`src/rtl/rr_handshake_arbiter.sv`:
```
// Round-robin arbiter: NUM_SRC valid/ready sources share one registered valid/ready
// destination, with grants held for bursts of up to MAX_BURST beats under contention.
module rr_handshake_arbiter #(
  parameter int NUM_SRC   = 4,
  parameter int DATA_W    = 8,
  parameter int MAX_BURST = 4,
  localparam int ID_W     = $clog2(NUM_SRC)
) (
  input  logic                      clk,
  input  logic                      rst_n,
  input  logic [NUM_SRC-1:0]        valid_s,
  input  logic [NUM_SRC*DATA_W-1:0] data_s,
  output logic [NUM_SRC-1:0]        ready_s,
  input  logic                      ready_d,
  output logic                      valid_d,
  output logic [DATA_W-1:0]         data_d,
  output logic [ID_W-1:0]           src_id_d
);

  localparam int unsigned NSRC = NUM_SRC;
  localparam int CNT_W = $clog2(MAX_BURST) + 1;
  localparam logic [CNT_W-1:0] LAST = CNT_W'(MAX_BURST - 1);

  typedef enum logic {IDLE, GRANT} state_t;

  state_t           state;
  logic [ID_W-1:0]  g;
  logic [ID_W-1:0]  ptr;
  logic [CNT_W-1:0] burst_cnt;
  logic             hold;

  logic [NUM_SRC-1:0] g_onehot;
  logic [NUM_SRC-1:0] others;
  logic               xfer;
  logic               release_g;
  logic [ID_W-1:0]    next_start;
  logic [ID_W:0]      idle_pick;
  logic [ID_W:0]      rel_pick;
  logic [DATA_W-1:0]  g_data;

  // Returns {found, index} of the first set request searching circularly from start.
  function automatic logic [ID_W:0] pick(input logic [NUM_SRC-1:0] req,
                                         input logic [ID_W-1:0] start);
    logic [ID_W:0]   r;
    logic [ID_W-1:0] idx;
    r = '0;
    for (int unsigned k = 0; k < NSRC; k++) begin
      idx = ID_W'((32'(start) + k) % NSRC);
      if (!r[ID_W] && req[idx]) r = {1'b1, idx};
    end
    return r;
  endfunction

  always_comb begin
    g_onehot   = {{(NUM_SRC-1){1'b0}}, 1'b1} << g;
    others     = valid_s & ~g_onehot;
    // hold gates the single dead cycle that follows a burst-limit handoff
    ready_s    = (state == GRANT && !hold && (!valid_d || ready_d)) ? g_onehot : '0;
    xfer       = (state == GRANT) && valid_s[g] && ready_s[g];
    release_g  = (state == GRANT) &&
                 (!valid_s[g] || (xfer && burst_cnt == LAST && |others));
    next_start = (g == ID_W'(NUM_SRC - 1)) ? '0 : g + 1'b1;
    idle_pick  = pick(valid_s, ptr);
    rel_pick   = pick(others, next_start);
    g_data     = data_s[g*DATA_W +: DATA_W];
  end

  always_ff @(posedge clk) begin
    if (!rst_n) begin
      state     <= IDLE;
      g         <= '0;
      ptr       <= '0;
      burst_cnt <= '0;
      hold      <= 1'b0;
      valid_d   <= 1'b0;
      data_d    <= '0;
      src_id_d  <= '0;
    end else begin
      if (xfer) begin
        valid_d  <= 1'b1;
        data_d   <= g_data;
        src_id_d <= g;
      end else if (ready_d) begin
        valid_d <= 1'b0;
      end

      hold <= 1'b0;
      case (state)
        IDLE: begin
          if (idle_pick[ID_W]) begin
            g         <= idle_pick[ID_W-1:0];
            burst_cnt <= '0;
            state     <= GRANT;
          end
        end
        GRANT: begin
          if (xfer) burst_cnt <= (burst_cnt == LAST) ? '0 : burst_cnt + 1'b1;
          if (release_g) begin
            ptr <= next_start;
            if (rel_pick[ID_W]) begin
              g         <= rel_pick[ID_W-1:0];
              burst_cnt <= '0;
              hold      <= xfer;
            end else begin
              state <= IDLE;
            end
          end
        end
      endcase
    end
  end

endmodule

```
`config.mk`:
```
export PLATFORM = sky130hd
export DESIGN_NAME = rr_handshake_arbiter
export DESIGN_NICKNAME = d
export VERILOG_FILES = /design/src/rtl/rr_handshake_arbiter.sv
export SDC_FILE = /design/constraint.sdc
export NUM_CORES = 1
export LEC_CHECK = 0
export BUFFER_PORTS_ARGS = -buffer_cell sky130_fd_sc_hd__buf_2
export CORE_ASPECT_RATIO = 0.5
export CORE_MARGIN = 1
export CORE_UTILIZATION = 45
export DETAILED_ROUTE_END_ITERATION = 7
export PLACE_DENSITY_LB_ADDON = 0.15
export REMOVE_ABC_BUFFERS = 1
export SYNTH_ARGS = -nofsm -noshare
export SYNTH_HDL_FRONTEND = slang
export SYNTH_SLANG_ARGS = --single-unit
```
`constraint.sdc`:
```
create_clock -name clk -period 2.15 [get_ports clk]
set_input_delay 0.215 -clock clk [delete_from_list [all_inputs] [get_ports clk]]
set_output_delay 0.215 -clock clk [all_outputs]
set_load 0.01 [all_outputs]
```
# == After elaboration in Yosys (flattened, before gate mapping) ==
# Index checks and enable logic that the tools add are counted.
# word_totals
output_inout_bits,15
word_cells,110
in_bits,39
regBits,20
# classes
order_cmp,9
n_mux,46
addsub,8
reduce_logical,29
shift,2
eq_ne,5
bitwise_logic,3
# op_table
cell,count
$mux W3,13
$shiftx A32 B6 Y8,1
$lt A2 B3 Y1 const B,9
$bmux W1 S2,10
$mux W1,15
$logic_and A1 B1 Y1,13
$logic_not A1 Y1,9
$add A2 B2 Y2 const B,4
$mux W2,4
$add A2 B1 Y2 const B,3
$pmux W3 S2,1
$and A4 B4 Y4,1
$mux W4,1
$ne A2 B1 Y1 const B,2
$not A4 Y4,1
$pmux W2 S2,1
$reduce_and A4 Y1,1
$reduce_or A4 Y1,1
$shl A1 B2 Y4 const A,1
$add A3 B1 Y3 const B,1
$eq A3 B2 Y1 const B,1
$reduce_and A3 Y1,1
$eq A2 B2 Y1 const B,1
$logic_or A1 B1 Y1,2
5 further kinds,5

# == Logic depth before layout (Yosys ltp) ==
# depth
depth_word,18
ltp_mapped,9

# == Worst setup path before layout ==
# Ideal clock, no wire load.
# synth_path
path_kind,reg-to-reg
start,reg g[1]
end,reg burst_cnt[0]
arrival_ps,2176
synth_period_minus_slack_ps,2255
setup_time_ps,79
required_time_ps,2071
n_path_buf,2
stages_incl_launch_ff,9
path_slack_ps,-105
path_cell_list,dfxtp_1 > buf_1 > inv_1 > ha_1 > mux4_2 > and3_4 > buf_6 > o21a_1 > a211oi_2
# synth_between
elab_chain_len,18
elab_cells_between_ends,44
# synth_rtl
element,line,rtl
"start, declared",27,logic [ID_W-1:0] g;
"start signal, assigned",91,g <= idle_pick[ID_W-1:0];
"start signal, assigned",101,g <= rel_pick[ID_W-1:0];
"parallel branches: the longest is 16 deep, another holds $add A2 B1 Y2",--,
$mux W3 (*),98,if (release_g) begin
$pmux W3 S2 (*),88,case (state)
"end signal, assigned",97,if (xfer) burst_cnt <= (burst_cnt == LAST) ? '0 : burst_cnt + 1'b1;
"end, declared",29,logic [CNT_W-1:0] burst_cnt;
# Mark *: on every way between the ends. The select of a mux whose other input is x is not followed.
# A chain may end at the register's enable or synchronous reset.

# == Worst setup path after layout ==
# layout_path
start,reg g[0]
end,reg g[0]
# layout_between
elab_chain_len,18
elab_cells_between_ends,46
# layout_rtl
element
"parallel branches: the longest is 18 deep, another holds $add A2 B1 Y2"
# Parallel ways; which one is timed is not known. The select of a mux whose other input is x is not followed.

==> results.cfg <==
[global_routing]
grt_usage_pct = 23.68
grt_pass1_vias = 1397
grt_pass1_wl_um = 6672
overflow = 0
grt_max_degree = 17
antenna_found_initial = 0

[power_and_ir_drop]
p_int_mw = 1.096
p_sw_share_pct = 35.76
seqPwrFrac_pct = 27.3
ir_worst_vdd_uv = 416.6
p_sw_mw = 0.6098
p_leak_nw = 0.8222
pwr-share-clk_pct = 22.1
powerDensity_nw_per_um2 = 898.5
comb_power_share_pct = 50.6

[hold_path]
whs_path_depth = 3
hp-start = rst_n
hold_path_end = burst_cnt[2]
worstHoldPathType = input port to register

[setup_path]
slowest_delay_ns = 0.49
path_buf_inv = 1
crit_start = g[0]
reg2reg_to = g[0]
cpMaxStageDelayCell = mux4_2
r2r_slack_ns = 0.11
worst-r2r-cell-count = 7
path_class = register to register
r2r-start = g[0]
cp.arrival_ns = 2.22
end_kind = register
crit_family = multiplexers
crit_chain = buf_4 > ha_1 > mux4_2 > nand4_1 > nand2_1 > and3_1 > a211oi_1
crit_fanout = 5
cp_data_required_time_ns = 2.33
worstSetupStartpointType = register

[timing]
worst_slack_ns = 0.1085
layout_min_cycle_time_ns = 2.042
worst_slew_pin_slew_ns = 0.5328
hold_ws_ns = 0.2537
rsz0062_at_grt = false
relSlewSlack_pct = 64.44
hold_viol = 0
finalSetupViolCount = 0
fin_skew_ns = 0.004942
slew_viol_final = 0
post-route-period-util_pct = 94.95
fmax_mhz = 489.8

[cts]
cts_setup_buffers = 0
cts.sinks = 20
cts_buffers = 3
cts_tree = built
clk_pin_slew_ns = 0.08
clk_path_buf_depth = 2
clk_latency_ns = 0.26
cts_root_buffer = clkbuf_8
htreeDepth = 1

[yosys]
ys_seq_area_share_pct = 26.36
synth_top_area_cell = dfxtp_1
synth_most_common_cell = dfxtp_1
synth_edf_count = 0
yosysWarnings = 0
synth_common_cells = 20 x dfxtp_1, 15 x nand2_1, 15 x nor2_1
synth_top_area_share_pct = 26.36
post_synth.cell_area_avg_um2 = 9.096
synth.area.top_cells = dfxtp_1 26%, mux4_2 18%, mux2i_1 6.6%, ha_1 4.1%, nand2_1 3.7%
synth_cell_types = 42
ys_seq_elements = 20
synth-async-reset-ratio_pct = 0
synthFlopType = dfxtp_1
synthCells = 167
syn-cell-area_um2 = 1519

[drt]
wl_per_cell_um = 15.46
vias = 1519
drcViolationCount = 14
vias_per_cell = 5.842
antenna_left = 0
first_pass_iters = 6
wl_um = 4020
dr.first_iter.drc_count = 77

[finish]
area.sequential_um2 = 400.4
diodes = 0
fin_util_pct = 61.22
fillCellCount = 289
drive_above_1_share_pct = 38.18
multiInputGateArea_um2 = 1028
nNetsFinal = 265
fin_cells = 260
fin_area_um2 = 1898
syn2layout_area_growth_pct = 24.96

[floorplanning]
start_util_pct = 48.99
die_x_um = 84.17
fp-row-count = 14
ios = 54
dieArea_um2 = 3626
die_h_um = 43.08
core_um2 = 3100

[placement]
dpl_cell_area_um2 = 1824
gp_congestion = 0.8215
portBuffers = 53
dp_slack_ns = 0.1718
dp.cells = 256
hpwlAfterDp_um = 2992

[run_status]
violations = DRC
outcome = finished, violations left

[job]
cap_violations = 0
-- kinds of logic (layout without fill, tap and decap cells) --
group / Yosys count / after routing / synth area share [%]
muxes: 23 / 23 / 25.12
buffers and inverters: 18 / 71 / 6.095
AOI/OAI and AO/OA: 34 / 34 / 15.16
and+or+nand+nor: 67 / 67 / 23.15
adders and majority gates: 5 / 5 / 4.119
DFF: 20 / 20 / 26.36
-- power by group through the flow --
stage,Clock [mW],Combinational [mW],Sequential [mW]
floorplan,0,0.528,0.522
global placement,0,0.835,0.470
detailed placement,0,0.845,0.473
CTS,0.383,0.856,0.465
global route,0.397,0.940,0.477
finish,0.377,0.863,0.466
-- sequential cells by signal, indices dropped and copies added, names as in the netlist --
register	flops
src_id_d	2
data_d	8
burst_cnt	3
valid_d	1
state	1
g	2
ptr	2
hold	1
-- worst max path at each step --
stage / end / slack (ns) / depth (start not counted)
after floorplan: burst_cnt[0] / -0.31 / 6
after global placement: burst_cnt[0] / 0.22 / 6
after detailed placement: burst_cnt[0] / 0.17 / 6
after CTS: burst_cnt[0] / 0.13 / 6
after global routing: burst_cnt[0] / 0.00006 / 6
final: g[0] / 0.11 / 7
-- tightest hold or removal path, delay by kind of cell --
kind	cells	cell delay (ns)
AOI/OAI and AO/OA	1	0.03
buffers and inverters	1	0.14
and+or+nand+nor	1	0.09
-- repair_timing --
action,in CTS,in global routing
hold buffers,0,0
endpoints found under the setup margin,0,4
gates resized for setup,0,1
-- area by class of cell --
type / count / area share (%)
Tap cell: 40 / 2.637
Clock inverter: 1 / 1.582
Timing Repair Buffer: 61 / 17.14
Sequential cell: 20 / 21.09
Inverter: 6 / 1.187
Multi-Input combinational cell: 129 / 54.19
Clock buffer: 3 / 2.175
-- metal layers --
metal	up-vias	global-route usage (%)	share of wire, %
met3	6	5.447	7.7
li1	733	-	-
met5	-	0	0
met2	63	38.52	44
met4	0	5.517	1.1
met1	717	32.29	47
-- metrics by stage --
| step | TNS, ns | total power, mW |
|---|---|---|
| floorplan | -3.047 | 1.050 |
| global placement | 0 | 1.305 |
| detailed placement | 0 | 1.318 |
| CTS | 0 | 1.703 |
| global route | 0 | 1.814 |
| finish | 0 | 1.705 |
-- cell usage in the layout, fill, tap and decap left out, types with 3 or more instances in the layout --
cell type and count:
a21oi_1 10, a31oi_1 3, and3_1 5, buf_2 53, buf_4 8, clkbuf_8 3
dfxtp_1 20, ha_1 5, inv_1 6, mux2i_1 10, mux4_2 12, nand2_1 15
nand2b_1 8, nand3_1 3, nand4_1 6, nor2_1 15, nor2b_1 4, o21ai_0 5
(Power assumes the default switching activity.)
